--- config.mk ---
export PLATFORM = sky130hd
export DESIGN_NAME = cipher_uart_tx
export DESIGN_NICKNAME = d
export VERILOG_FILES = /design/src/rtl/block_cipher_pkg.sv /design/src/rtl/cipher_sync_fifo.sv /design/src/rtl/cipher_uart_tx.sv
export SDC_FILE = /design/constraint.sdc
export NUM_CORES = 1
export LEC_CHECK = 0
export ABC_AREA = 1
export CORE_MARGIN = 2
export CORE_UTILIZATION = 50
export CTS_CLUSTER_DIAMETER = 80
export DETAILED_ROUTE_END_ITERATION = 10
export PLACE_DENSITY = 0.67
export SYNTH_ARGS = -nofsm -noshare
export SYNTH_HDL_FRONTEND = slang
export SYNTH_SLANG_ARGS = --single-unit
--- constraint.sdc ---
create_clock -name clk -period 3.2 [get_ports clk]
set_input_delay 0.64 -clock clk [delete_from_list [all_inputs] [get_ports clk]]
set_output_delay 0.64 -clock clk [all_outputs]
set_load 0.03 [all_outputs]
--- src/rtl/block_cipher_pkg.sv ---
// block_cipher_pkg: shared UART FSM state encoding and default bit timing.
// Contents:
//   uart_state_e      - 2-bit UART transmitter states IDLE/START/DATA/STOP
//   CLK_HZ, BAUD      - nominal system clock and line rate
//   DEF_CLKS_PER_BIT  - clocks per UART bit derived from CLK_HZ/BAUD (868)
package block_cipher_pkg;
    typedef enum logic [1:0] {
        IDLE  = 2'd0,
        START = 2'd1,
        DATA  = 2'd2,
        STOP  = 2'd3
    } uart_state_e;
    localparam int CLK_HZ           = 100_000_000;
    localparam int BAUD             = 115_200;
    localparam int DEF_CLKS_PER_BIT = CLK_HZ / BAUD;
endpackage

--- src/rtl/cipher_sync_fifo.sv ---
// cipher_sync_fifo: synchronous FIFO with occupancy count.
// Ports:
//   clk, rst (async active-low)
//   push/wr_data - write request; ignored when full
//   pop/rd_data  - read request; rd_data always shows the head entry
//   count        - occupancy 0..DEPTH; full/empty derived from it
module cipher_sync_fifo #(
    parameter int DEPTH  = 16,
    parameter int WIDTH  = 8,
    parameter int ADDR_W = $clog2(DEPTH)
) (
    input  logic              clk,
    input  logic              rst,
    input  logic              push,
    input  logic [WIDTH-1:0]  wr_data,
    input  logic              pop,
    output logic [WIDTH-1:0]  rd_data,
    output logic [ADDR_W:0]   count,
    output logic              full,
    output logic              empty
);
    logic [WIDTH-1:0]  mem_q [DEPTH];
    logic [ADDR_W-1:0] wr_ptr_q, wr_ptr_d, rd_ptr_q, rd_ptr_d;
    logic [ADDR_W:0]   count_q, count_d;
    logic              do_push, do_pop;

    // Pointers wrap naturally because DEPTH is a power of two.
    always_comb begin
        full     = count_q == (ADDR_W+1)'(DEPTH);
        empty    = count_q == '0;
        do_push  = push && !full;
        do_pop   = pop && !empty;
        wr_ptr_d = wr_ptr_q + ADDR_W'(do_push);
        rd_ptr_d = rd_ptr_q + ADDR_W'(do_pop);
        count_d  = count_q + (ADDR_W+1)'(do_push) - (ADDR_W+1)'(do_pop);
    end

    always_ff @(posedge clk or negedge rst) begin
        if (!rst) begin
            wr_ptr_q <= '0;
            rd_ptr_q <= '0;
            count_q  <= '0;
        end else begin
            wr_ptr_q <= wr_ptr_d;
            rd_ptr_q <= rd_ptr_d;
            count_q  <= count_d;
        end
    end

    // Storage is not reset; pointer reset alone discards the contents.
    always_ff @(posedge clk) begin
        if (do_push) mem_q[wr_ptr_q] <= wr_data;
    end

    assign rd_data = mem_q[rd_ptr_q];
    assign count   = count_q;
endmodule

--- src/rtl/cipher_uart_tx.sv ---
// cipher_uart_tx: buffers cipher output bytes and sends them as 8N1 UART frames.
// Ports:
//   clk, rst (async active-low)
//   din/din_valid - byte stream from the cipher; din_ready = FIFO not full
//   tx            - registered serial line, idle high, LSB first
//   busy          - transmitter not idle
//   fifo_count    - FIFO occupancy 0..FIFO_DEPTH
//   overflow      - sticky flag: a byte arrived while the FIFO was full
module cipher_uart_tx
    import block_cipher_pkg::*;
#(
    parameter int CLKS_PER_BIT = DEF_CLKS_PER_BIT,
    parameter int FIFO_DEPTH   = 16,
    parameter int ADDR_W       = $clog2(FIFO_DEPTH)
) (
    input  logic              clk,
    input  logic              rst,
    input  logic [7:0]        din,
    input  logic              din_valid,
    output logic              din_ready,
    output logic              tx,
    output logic              busy,
    output logic [ADDR_W:0]   fifo_count,
    output logic              overflow
);
    localparam int CNT_W = $clog2(CLKS_PER_BIT);

    uart_state_e      state_q, state_d;
    logic [CNT_W-1:0] clk_cnt_q, clk_cnt_d;
    logic [2:0]       bit_idx_q, bit_idx_d;
    logic [7:0]       shift_q, shift_d;
    logic             tx_q, tx_d;
    logic             overflow_q, overflow_d;
    logic             fifo_full, fifo_empty, pop, bit_end;
    logic [7:0]       fifo_data;

    assign pop = (state_q == IDLE) && !fifo_empty;

    cipher_sync_fifo #(
        .DEPTH  (FIFO_DEPTH),
        .WIDTH  (8),
        .ADDR_W (ADDR_W)
    ) u_fifo (
        .clk     (clk),
        .rst     (rst),
        .push    (din_valid),
        .wr_data (din),
        .pop     (pop),
        .rd_data (fifo_data),
        .count   (fifo_count),
        .full    (fifo_full),
        .empty   (fifo_empty)
    );

    // tx_d always carries the level of the next bit period so the line
    // changes on the same edge as the state that owns it.
    always_comb begin
        state_d    = state_q;
        clk_cnt_d  = clk_cnt_q;
        bit_idx_d  = bit_idx_q;
        shift_d    = shift_q;
        tx_d       = tx_q;
        overflow_d = overflow_q | (din_valid & fifo_full);
        bit_end    = clk_cnt_q == CNT_W'(CLKS_PER_BIT - 1);
        if (state_q != IDLE) clk_cnt_d = bit_end ? '0 : clk_cnt_q + 1'b1;
        case (state_q)
            IDLE: begin
                tx_d      = 1'b1;
                clk_cnt_d = '0;
                if (pop) begin
                    shift_d = fifo_data;
                    tx_d    = 1'b0;
                    state_d = START;
                end
            end
            START: if (bit_end) begin
                state_d   = DATA;
                bit_idx_d = '0;
                tx_d      = shift_q[0];
            end
            DATA: if (bit_end) begin
                shift_d   = shift_q >> 1;
                bit_idx_d = bit_idx_q + 1'b1;
                state_d   = (bit_idx_q == 3'd7) ? STOP : DATA;
                tx_d      = (bit_idx_q == 3'd7) ? 1'b1 : shift_q[1];
            end
            STOP: if (bit_end) begin
                state_d = IDLE;
                tx_d    = 1'b1;
            end
            default: state_d = IDLE;
        endcase
    end

    always_ff @(posedge clk or negedge rst) begin
        if (!rst) begin
            state_q    <= IDLE;
            clk_cnt_q  <= '0;
            bit_idx_q  <= '0;
            shift_q    <= '0;
            tx_q       <= 1'b1;
            overflow_q <= 1'b0;
        end else begin
            state_q    <= state_d;
            clk_cnt_q  <= clk_cnt_d;
            bit_idx_q  <= bit_idx_d;
            shift_q    <= shift_d;
            tx_q       <= tx_d;
            overflow_q <= overflow_d;
        end
    end

    assign tx        = tx_q;
    assign busy      = state_q != IDLE;
    assign din_ready = !fifo_full;
    assign overflow  = overflow_q;
endmodule
Yosys cells after proc, flatten, opt, wreduce, memory -nomap -nowiden
Memories as Yosys holds them, arrays and structs flattened.
Index checks and enable logic that the tools add are counted.
- logic and storage cells: 66
- bits in writable memories: 128
- memories kept: 1
- output and inout port bits: 9
- input port bits: 11
- flip-flop bits (word level): 38
- memories (name ; words ; width ; read ports ; clocked after Yosys merged registers in ; write ports ; RTL line ; text):
    u_fifo.mem_q ; 16 ; 8 ; 1 ; 0 ; 1 ; cipher_sync_fifo.sv:22 ; logic [WIDTH-1:0] mem_q [DEPTH];
- reduce and logical (&&, ||, !) cells: 15
- add/subtract/negate cells: 6
- muxes and demuxes: 23
- bitwise operators: 2
- equality and inequality tests: 10
- operators with widths (cell ; number):
    $mux W10 ; 3
    $mux W8 ; 2
    $pmux W8 S2 ; 1
    $add A10 B1 Y10 const B ; 1
    $eq A10 B10 Y1 const B ; 1
    $reduce_and A3 Y1 ; 3
    $add A4 B1 Y4 ; 2
    $mux W1 ; 8
    $mux W2 ; 4
    $pmux W2 S4 ; 1
    $reduce_bool A2 Y1 ; 4
    $mux W3 ; 2
    $ne A2 B2 Y1 const B ; 3
    $pmux W3 S2 ; 1
    $add A5 B1 Y5 ; 1
    $eq A5 B5 Y1 const B ; 1
    $logic_not A5 Y1 ; 1
    $sub A5 B1 Y5 ; 1
    $eq A2 B2 Y1 const B ; 2
    $pmux W1 S4 ; 1
    $reduce_and A4 Y1 ; 1
    $add A3 B1 Y3 const B ; 1
    $eq A3 B3 Y1 const B ; 1
    $logic_and A1 B1 Y1 ; 3
    6 further kinds ; 7

Longest topological paths before layout
Gate-level depths: netlist of the first run.
- depth after elaboration: 5
- depth in mapped cells: 15
- mapped depth without buffers: 15

By module
From an unflattened synthesis of the first run, not the netlist that was laid out.
- cell total of the unflattened synthesis: 779
- area total of the unflattened synthesis: 7666.1 um2
- by module, submodules not included (module ; cells an instance ; sequential area each (um2) ; area each (um2) ; instances):
    cipher_sync_fifo ; 601 ; 4169.0 ; 6261.0 ; 1
    cipher_uart_tx ; 178 ; 626.9 ; 1405.1 ; 1

Worst setup path after synthesis of the first run
No wires, ideal clock.
- path kind: reg-to-reg
- from: register u_fifo.count_q[2] (netlist: u_fifo.count[2])
- to: register u_fifo.count_q[4] (netlist: u_fifo.count[4])
- data required time: 3072 ps
- data arrival time: 2363 ps
- slack: 710 ps
- stages on the path, launching flop included: 14
- setup time: 128 ps
- period minus slack after synthesis: 2490 ps
- buffers on the path: 0
- cells stage by stage: dfrtp_1 -> inv_1 -> ha_1 -> nand2_1 -> nor2_2 -> nand2_1 -> nand2_1 -> inv_1 -> ha_1 -> inv_1 -> fa_1 -> o21ai_0 -> a21oi_1 -> xor2_1
- cells in the longest elaborated chain, start to end: 5
- elaborated cells between the ends (all ways): 9
- classes of those cells: add/sub: 2; eq/ne: 1; reduce/logical: 6
- RTL lines (item ; RTL line ; text):
    from (decl) ; cipher_sync_fifo.sv:24 ; logic [ADDR_W:0] count_q, count_d;
    from (signal assigned) ; cipher_sync_fifo.sv:46 ; count_q <= count_d;
    $eq A5 B5 Y1 ; cipher_sync_fifo.sv:29 ; full = count_q == (ADDR_W+1)'(DEPTH);
    $logic_not A1 Y1 ; - ;
    net din_ready ; cipher_uart_tx.sv:20 ; output logic din_ready,
    $logic_and A1 B1 Y1 ; cipher_sync_fifo.sv:31 ; do_push = push && !full;
    $add A5 B1 Y5 ; cipher_sync_fifo.sv:35 ; count_d = count_q + (ADDR_W+1)'(do_push) - (ADDR_W+1)'(do_pop);
    $sub A5 B1 Y5 ; cipher_sync_fifo.sv:35 ;
    net u_fifo.count_d[4] ; cipher_sync_fifo.sv:24 ;
The timed path passes the listed nets, and every way through them passes these cells.
A chain may end at the register's enable or synchronous reset.

Worst setup path in the final report of the first run
- from: register u_fifo.count_q[3] (netlist: u_fifo.count[3])
- to: output port din_ready
- cells in the longest elaborated chain, start to end: 2
- RTL lines (item ; RTL line ; text):
    $eq A5 B5 Y1 ; cipher_sync_fifo.sv:29 ;
    $logic_not A1 Y1 ; cipher_uart_tx.sv:115 ; assign din_ready = !fifo_full;
    to (decl) ; cipher_uart_tx.sv:20 ;
No other way between the ends.

==> flow_metrics.env, run 1 <==
export IMPL_grt_max_degree=72
export IMPL_grt_setup_unrepaired="no"
export IMPL_io_pins=20
export IMPL_use_met3_pct=5.44
export IMPL_ys_seq_elements=166
export IMPL_drive_above_1_share_pct=6.15
export IMPL_drt_pre_antenna_iters=5
export IMPL_diodes=0
export IMPL_utilization_pct=56.8
export IMPL_crit_type="reg2out"
export IMPL_num_rows=44
export IMPL_dieArea_mm2=0.0158
export IMPL_cts_sinks=166
export IMPL_cp_common_cell="nand2_1"
export IMPL_crit_path_cell_trace="inv_1, ha_1, nand2_1, nor2_2, nand2_1, clkdlybuf4s50_1"
export IMPL_gr_total_overflow=0
export IMPL_io_buffers=19
export IMPL_finalHoldViolations=0
export IMPL_grt_pass1_wl_mm=25.9
export IMPL_fillers=1186
export IMPL_clk_pin_slew_ps=60
export IMPL_syn_inst=722
export IMPL_leakage_nw=3.53
export IMPL_peakVddDrop_mv=0.462
export IMPL_yosys_warnings=0
export IMPL_synth_cell_type_count=28
export IMPL_fin_crit_ps=2600
export IMPL_max_slew_margin_pct=37.0
export IMPL_drv_slew=0
export IMPL_slowest_stage="clkdlybuf4s50_1"
export IMPL_power_density_mw_per_mm2=659
export IMPL_wirelength_mm=16.2
export IMPL_fin_nets=765
export IMPL_status="complete, no violations"
export IMPL_path_buf_inv=2
export IMPL_postCtsSetupRepairBufs=0
export IMPL_fin_area_mm2=0.00823
export IMPL_top_usage_layer="met2"
export IMPL_hp_class="in2async"
export IMPL_area_delta_synth_final_pct=11.2
export IMPL_ys_seq_area_share_pct=64.8
export IMPL_tightest_slew_ps=944
export IMPL_fmax_mhz=384
export IMPL_endpoint_kind="output pin"
export IMPL_synthesis_nets=752
export IMPL_core_area_mm2=0.0145
export IMPL_place_congestion=0.908
export IMPL_cp_top_family="buffers and inverters"
export IMPL_die_h_um=126
export IMPL_route_detailed_drc=0
export IMPL_initial_core_util_pct=51.1
export IMPL_cts_root_buf="clkbuf_16"
export IMPL_track_usage_pct=21.5
export IMPL_cts_resized=0
export IMPL_clock_latency_ps=430
export IMPL_hpwl_mm=10.3
export IMPL_cts_htree_levels=4
export IMPL_fp_dieW_um=126
export IMPL_startpoint_type="flop"
export IMPL_drtAntennaViolNets=0
export IMPL_syn_avg_cell_area_um2=10.2
export IMPL_total_power_mw=5.42
export IMPL_routed_via_count=4978
export IMPL_clock_path_buffers=2
export IMPL_setup_tns_final_ps=0
export IMPL_critPathMaxStageDelay_ps=610
export IMPL_vias_per_cell=5.34
export IMPL_max_cap_violations=0
export IMPL_syn_area_mm2=0.00740
export IMPL_setup_viol=0
export IMPL_crit_arrival_ps=1960
export IMPL_antenna_found_initial=0
export IMPL_place_area_mm2=0.00766
export IMPL_critical_path_max_fanout=4
export IMPL_crit_required_ps=2560
export IMPL_grt_pass1_vias=5009
export IMPL_cts_buffers=17
export IMPL_period_share_pct=81.4
export IMPL_drt_first_iter_violations=449
export IMPL_cts_tree="built"
export IMPL_finClkSkew_ps=13.1
export IMPL_cts_hold_buf=0
export IMPL_wl_per_cell_um=17.4
export IMPL_met1_usage_pct=28.4
export IMPL_grtUsageMet2_pct=34.5
## area by class of cell
| class | instances | area, um^2 | area share, % |
|---|---|---|---|
| clock buffer | 18 | 429 | 5.22 |
| clock inverter | 14 | 141 | 1.72 |
| inverter | 91 | 342 | 4.15 |
| multi-input combinational | 437 | 2080 | 25.3 |
| sequential | 166 | 4800 | 58.3 |
| tap | 184 | 230 | 2.80 |
| timing repair buffer | 22 | 208 | 2.52 |
## cells in the mapped netlist (all sizes together)
cell / count / area share, %
nor2: 63 / 3.3
clkbuf: 4 / 0.20
nor3: 5 / 0.34
nand2: 210 / 11
dfrtp: 37 / 13
a21oi: 6 / 0.41
nor3b: 1 / 0.10
xor2: 10 / 1.2
nand3: 92 / 6.2
and3: 1 / 0.085
dfstp: 1 / 0.36
fa: 1 / 0.27
a31oi: 2 / 0.17
xnor2: 1 / 0.12
inv: 90 / 4.6
clkinv: 1 / 0.051
o21ai: 18 / 1.2
o31ai: 2 / 0.20
edfxtp: 128 / 52
a31o: 1 / 0.12
ha: 18 / 3.0
buf: 24 / 2.2
o211ai: 6 / 0.61
## where the power goes
| group | internal [mW] | switching (mW) | leakage, nW |
|---|---|---|---|
| combinational | 0.253 | 0.509 | 1.63 |
| sequential | 2.57 | 0.106 | 1.62 |
| clock | 1.09 | 0.887 | 0.277 |
| total | 3.92 | 1.50 | 3.53 |
## metal layers
layer / wire length [um] / vias up
met3: 1110 / 31
li1: - / 2388
met2: 7770 / 179
met5: 0 / -
met4: 346 / 0
met1: 6980 / 2380
## stage by stage
step                hold slack [ps]  cells  setup slack, ps
floorplan                       344    722              710
global placement                459    900              604
detailed placement              470    900              586
CTS                             363    932              567
global route                    407    932              428
finish                          335    932              596
## path summary, 6_finish.rpt
check	from	endpoint	slack, ps	cells past startpoint
min in group clk	bit_idx_q[2]$_DFFE_PN0P_	bit_idx_q[2]$_DFFE_PN0P_	480	2
setup reg to reg	u_fifo.count[3]$_DFF_PN0_	u_fifo.count[4]$_DFF_PN0_	630	15
max in group asynchronous	rst	u_fifo.rd_ptr_q[0]$_DFF_PN0_	2270	1
setup / recovery	u_fifo.count[3]$_DFF_PN0_	din_ready	600	6
hold / removal	rst	clk_cnt_q[6]$_DFF_PN0_	340	1
hold reg to reg	bit_idx_q[2]$_DFFE_PN0P_	bit_idx_q[2]$_DFFE_PN0P_	480	2
## state kept, by name (all words and copies together), names as in the netlist
name and cells:
bit_idx_q 3, clk_cnt_q 10, overflow 1, shift_q 8, state_q 2, tx 1
u_fifo.count 5, u_fifo.mem_q 128, u_fifo.rd_ptr_q 4, u_fifo.wr_ptr_q 4
## placed cells by master, fill, tap and decap left out, types with 2 or more instances in the layout
| cell type | synthesis | final |
|---|---|---|
| clkinv_2 | 0 | 2 |
| inv_8 | 0 | 3 |
| clkbuf_16 | 0 | 17 |
| inv_6 | 0 | 3 |
| xor2_1 | 10 | 10 |
| o31ai_1 | 2 | 2 |
| edfxtp_1 | 128 | 128 |
| ha_1 | 18 | 18 |
| clkdlybuf4s50_1 | 0 | 18 |
| a31oi_1 | 2 | 2 |
| o21ai_0 | 18 | 18 |
| inv_2 | 3 | 3 |
| clkinv_4 | 0 | 3 |
| o211ai_1 | 6 | 6 |
| nor2_2 | 2 | 2 |
| a21oi_1 | 6 | 6 |
| inv_1 | 87 | 87 |
| nor2_1 | 61 | 61 |
| nand2_2 | 3 | 3 |
| clkinvlp_4 | 0 | 2 |
| buf_4 | 3 | 3 |
| nand2_1 | 207 | 207 |
| dfrtp_1 | 37 | 36 |
| nor3_1 | 5 | 5 |
| nand3_1 | 92 | 92 |
## cell families after synthesis
family / count (synthesis) / share of synthesized area, %
DFF: 166 / 64.8
adders and majority gates: 19 / 3.32
buffers and inverters: 119 / 7.05
AOI/OAI and AO/OA: 35 / 2.72
xor gates and xnor gates: 11 / 1.30
and+or+nand+nor: 372 / 20.8
(Power assumes the default switching activity.)
==> run 2: changes to the inputs <==
PLACE_DENSITY = 0.69   (was 0.67)
clock period = 2.3 ns   (was 3.2 ns; I/O delays follow)
==> run 2 against run 1 <==
Via count grew 1.7%. Largest power group unchanged. Clock skew shrank 3.9 ps. Critical endpoint unchanged. Clock-buffer cell count shrank 1.
==> flow_metrics.env, run 2 (synthesized netlist as in run 1, its figures left out) <==
export IMPL_max_slew_margin_pct=42.7
export IMPL_num_rows=44
export IMPL_tightest_slew_ps=859
export IMPL_switching_share_pct=26.0
export IMPL_cts_tree="built"
export IMPL_clk_pin_slew_ps=60
export IMPL_period_share_pct=96.6
export IMPL_finalHoldViolations=0
export IMPL_fp_dieW_um=126
export IMPL_final_cell_mix="nand2_1, edfxtp_1, nand3_1"
export IMPL_drt_pre_antenna_iters=5
export IMPL_initial_core_util_pct=51.1
export IMPL_io_pins=20
export IMPL_p_int_mw=5.78
export IMPL_fmax_mhz=450
export IMPL_clock_path_buffers=2
export IMPL_largest_reg_flops=128
export IMPL_grt_pass1_wl_mm=25.5
export IMPL_power_density_mw_per_mm2=913
export IMPL_cts_htree_levels=4
export IMPL_drive_above_1_share_pct=12.0
export IMPL_clkPwrFrac_pct=36.4
export IMPL_hpwl_mm=10.3
export IMPL_dieArea_mm2=0.0158
export IMPL_whs_ps=149
export IMPL_hp_class="in2async"
export IMPL_fin_nets=799
export IMPL_crit_required_ps=1840
export IMPL_drv_slew=0
export IMPL_cts_root_buf="clkbuf_16"
export IMPL_regMostFlops="u_fifo.mem_q"
export IMPL_grt_pass1_vias=5069
export IMPL_diodes=0
export IMPL_track_usage_pct=21.0
export IMPL_core_area_mm2=0.0145
export IMPL_wl_per_cell_um=16.1
export IMPL_routed_via_count=5061
export IMPL_status="complete, no violations"
export IMPL_crit_path_cell_trace="inv_2, ha_2, nand2_1, nor2_2, buf_4, nand2_2, dlygate4sd2_1"
export IMPL_fin_cells=966
export IMPL_die_h_um=126
export IMPL_cts_sinks=166
export IMPL_slowest_stage="dfrtp_2"
export IMPL_setup_viol=0
export IMPL_clock_latency_ps=430
export IMPL_cts_hold_buf=0
export IMPL_peakVddDrop_mv=0.641
export IMPL_antenna_found_initial=0
export IMPL_crit_arrival_ps=1760
export IMPL_area_delta_synth_final_pct=15.7
export IMPL_cts_buffers=17
export IMPL_vias_per_cell=5.24
export IMPL_mostFrequentLayoutCell="nand2_1"
export IMPL_gr_total_overflow=0
export IMPL_grt_max_degree=59
export IMPL_wirelength_mm=15.6
export IMPL_crit_type="reg2out"
export IMPL_seqPwrFrac_pct=47.7
export IMPL_endpoint_kind="output pin"
export IMPL_total_power_mw=7.81
export IMPL_dp_cells=931
export IMPL_startpoint_type="flop"
export IMPL_place_area_mm2=0.00794
export IMPL_drtAntennaViolNets=0
export IMPL_critical_path_max_fanout=3
export IMPL_place_worst_setup_slack_ps=60.6
export IMPL_critPathMaxStageDelay_ps=420
export IMPL_drt_first_iter_violations=409
export IMPL_fin_area_mm2=0.00856
export IMPL_fillers=1160
export IMPL_finClkSkew_ps=9.16
export IMPL_max_cap_violations=0
export IMPL_fin_crit_ps=2220
export IMPL_io_buffers=19
export IMPL_power_frac_comb_pct=16.0
export IMPL_switchingPower_mw=2.03
export IMPL_reg_largest_list="u_fifo.mem_q x128, clk_cnt_q x10, shift_q x8"
export IMPL_setup_slack_ps=78.1
export IMPL_leakage_nw=3.71
export IMPL_route_detailed_drc=0
export IMPL_place_congestion=0.843
==> run 2: final timing paths <==
check                                     startpoint                            to  slack [ps]  cells after the start
max                        u_fifo.count[3]$_DFF_PN0_                     din_ready          80                      7
min                                              rst  u_fifo.wr_ptr_q[0]$_DFF_PN0_         150                      1
max reg2reg                u_fifo.count[3]$_DFF_PN0_     u_fifo.count[4]$_DFF_PN0_          80                     15
min reg2reg                       overflow$_DFF_PN0_            overflow$_DFF_PN0_         480                      1
max in group asynchronous                        rst     u_fifo.count[2]$_DFF_PN0_        1560                      1
min in group clk                  overflow$_DFF_PN0_            overflow$_DFF_PN0_         480                      1
==> run 2: timing repair <==
item,4_1_cts,5_1_grt
pin swaps,0,1
buffers inserted,0,3
hold endpoints to repair,0,0
resized for setup,2,4
endpoints found under the setup margin,2,3
==> run 2: worst max-delay path, delay by kind of cell, from the launching register on <==
kind | cells | cell delay [ps]
buffers and inverters | 3 | 560
DFF | 1 | 420
and+or+nand+nor | 3 | 200
adders and majority gates | 1 | 150
==> run 2: per-layer routing <==
| layer | routed length [um] | up-vias | track usage (%) |
|---|---|---|---|
| li1 | - | 2462 | - |
| met1 | 6670 | 2435 | 26.7 |
| met2 | 7810 | 142 | 35.8 |
| met3 | 823 | 22 | 4.76 |
| met4 | 246 | 0 | 6.80 |
| met5 | 0 | - | 0 |
==> run 2: power by group through the flow <==
| stage | Combinational, mW | Sequential [mW] | Clock (mW) |
|---|---|---|---|
| after floorplan | 0.604 | 3.87 | 0 |
| after global placement | 1.14 | 3.77 | 0 |
| after detailed placement | 1.18 | 3.78 | 0 |
| after CTS | 1.18 | 3.72 | 2.90 |
| after global routing | 1.38 | 3.75 | 3.04 |
| final | 1.25 | 3.72 | 2.84 |
==> run 2: layout make-up <==
type | count | area, um^2 | share of cell area [%]
clock inverter | 15 | 176 | 2.06
tap | 184 | 230 | 2.69
multi-input combinational | 437 | 2120 | 24.8
sequential | 166 | 4800 | 56.1
inverter | 91 | 342 | 3.99
timing repair buffer | 56 | 469 | 5.48
clock buffer | 17 | 425 | 4.97
==> run 2: per-stage QoR <==
stage	util, %	TNS, ps
after floorplan	-	-21.5
after global placement	54.8	0
after detailed placement	54.8	0
after CTS	59.0	0
after global routing	59.1	-24.0
final	59.1	0
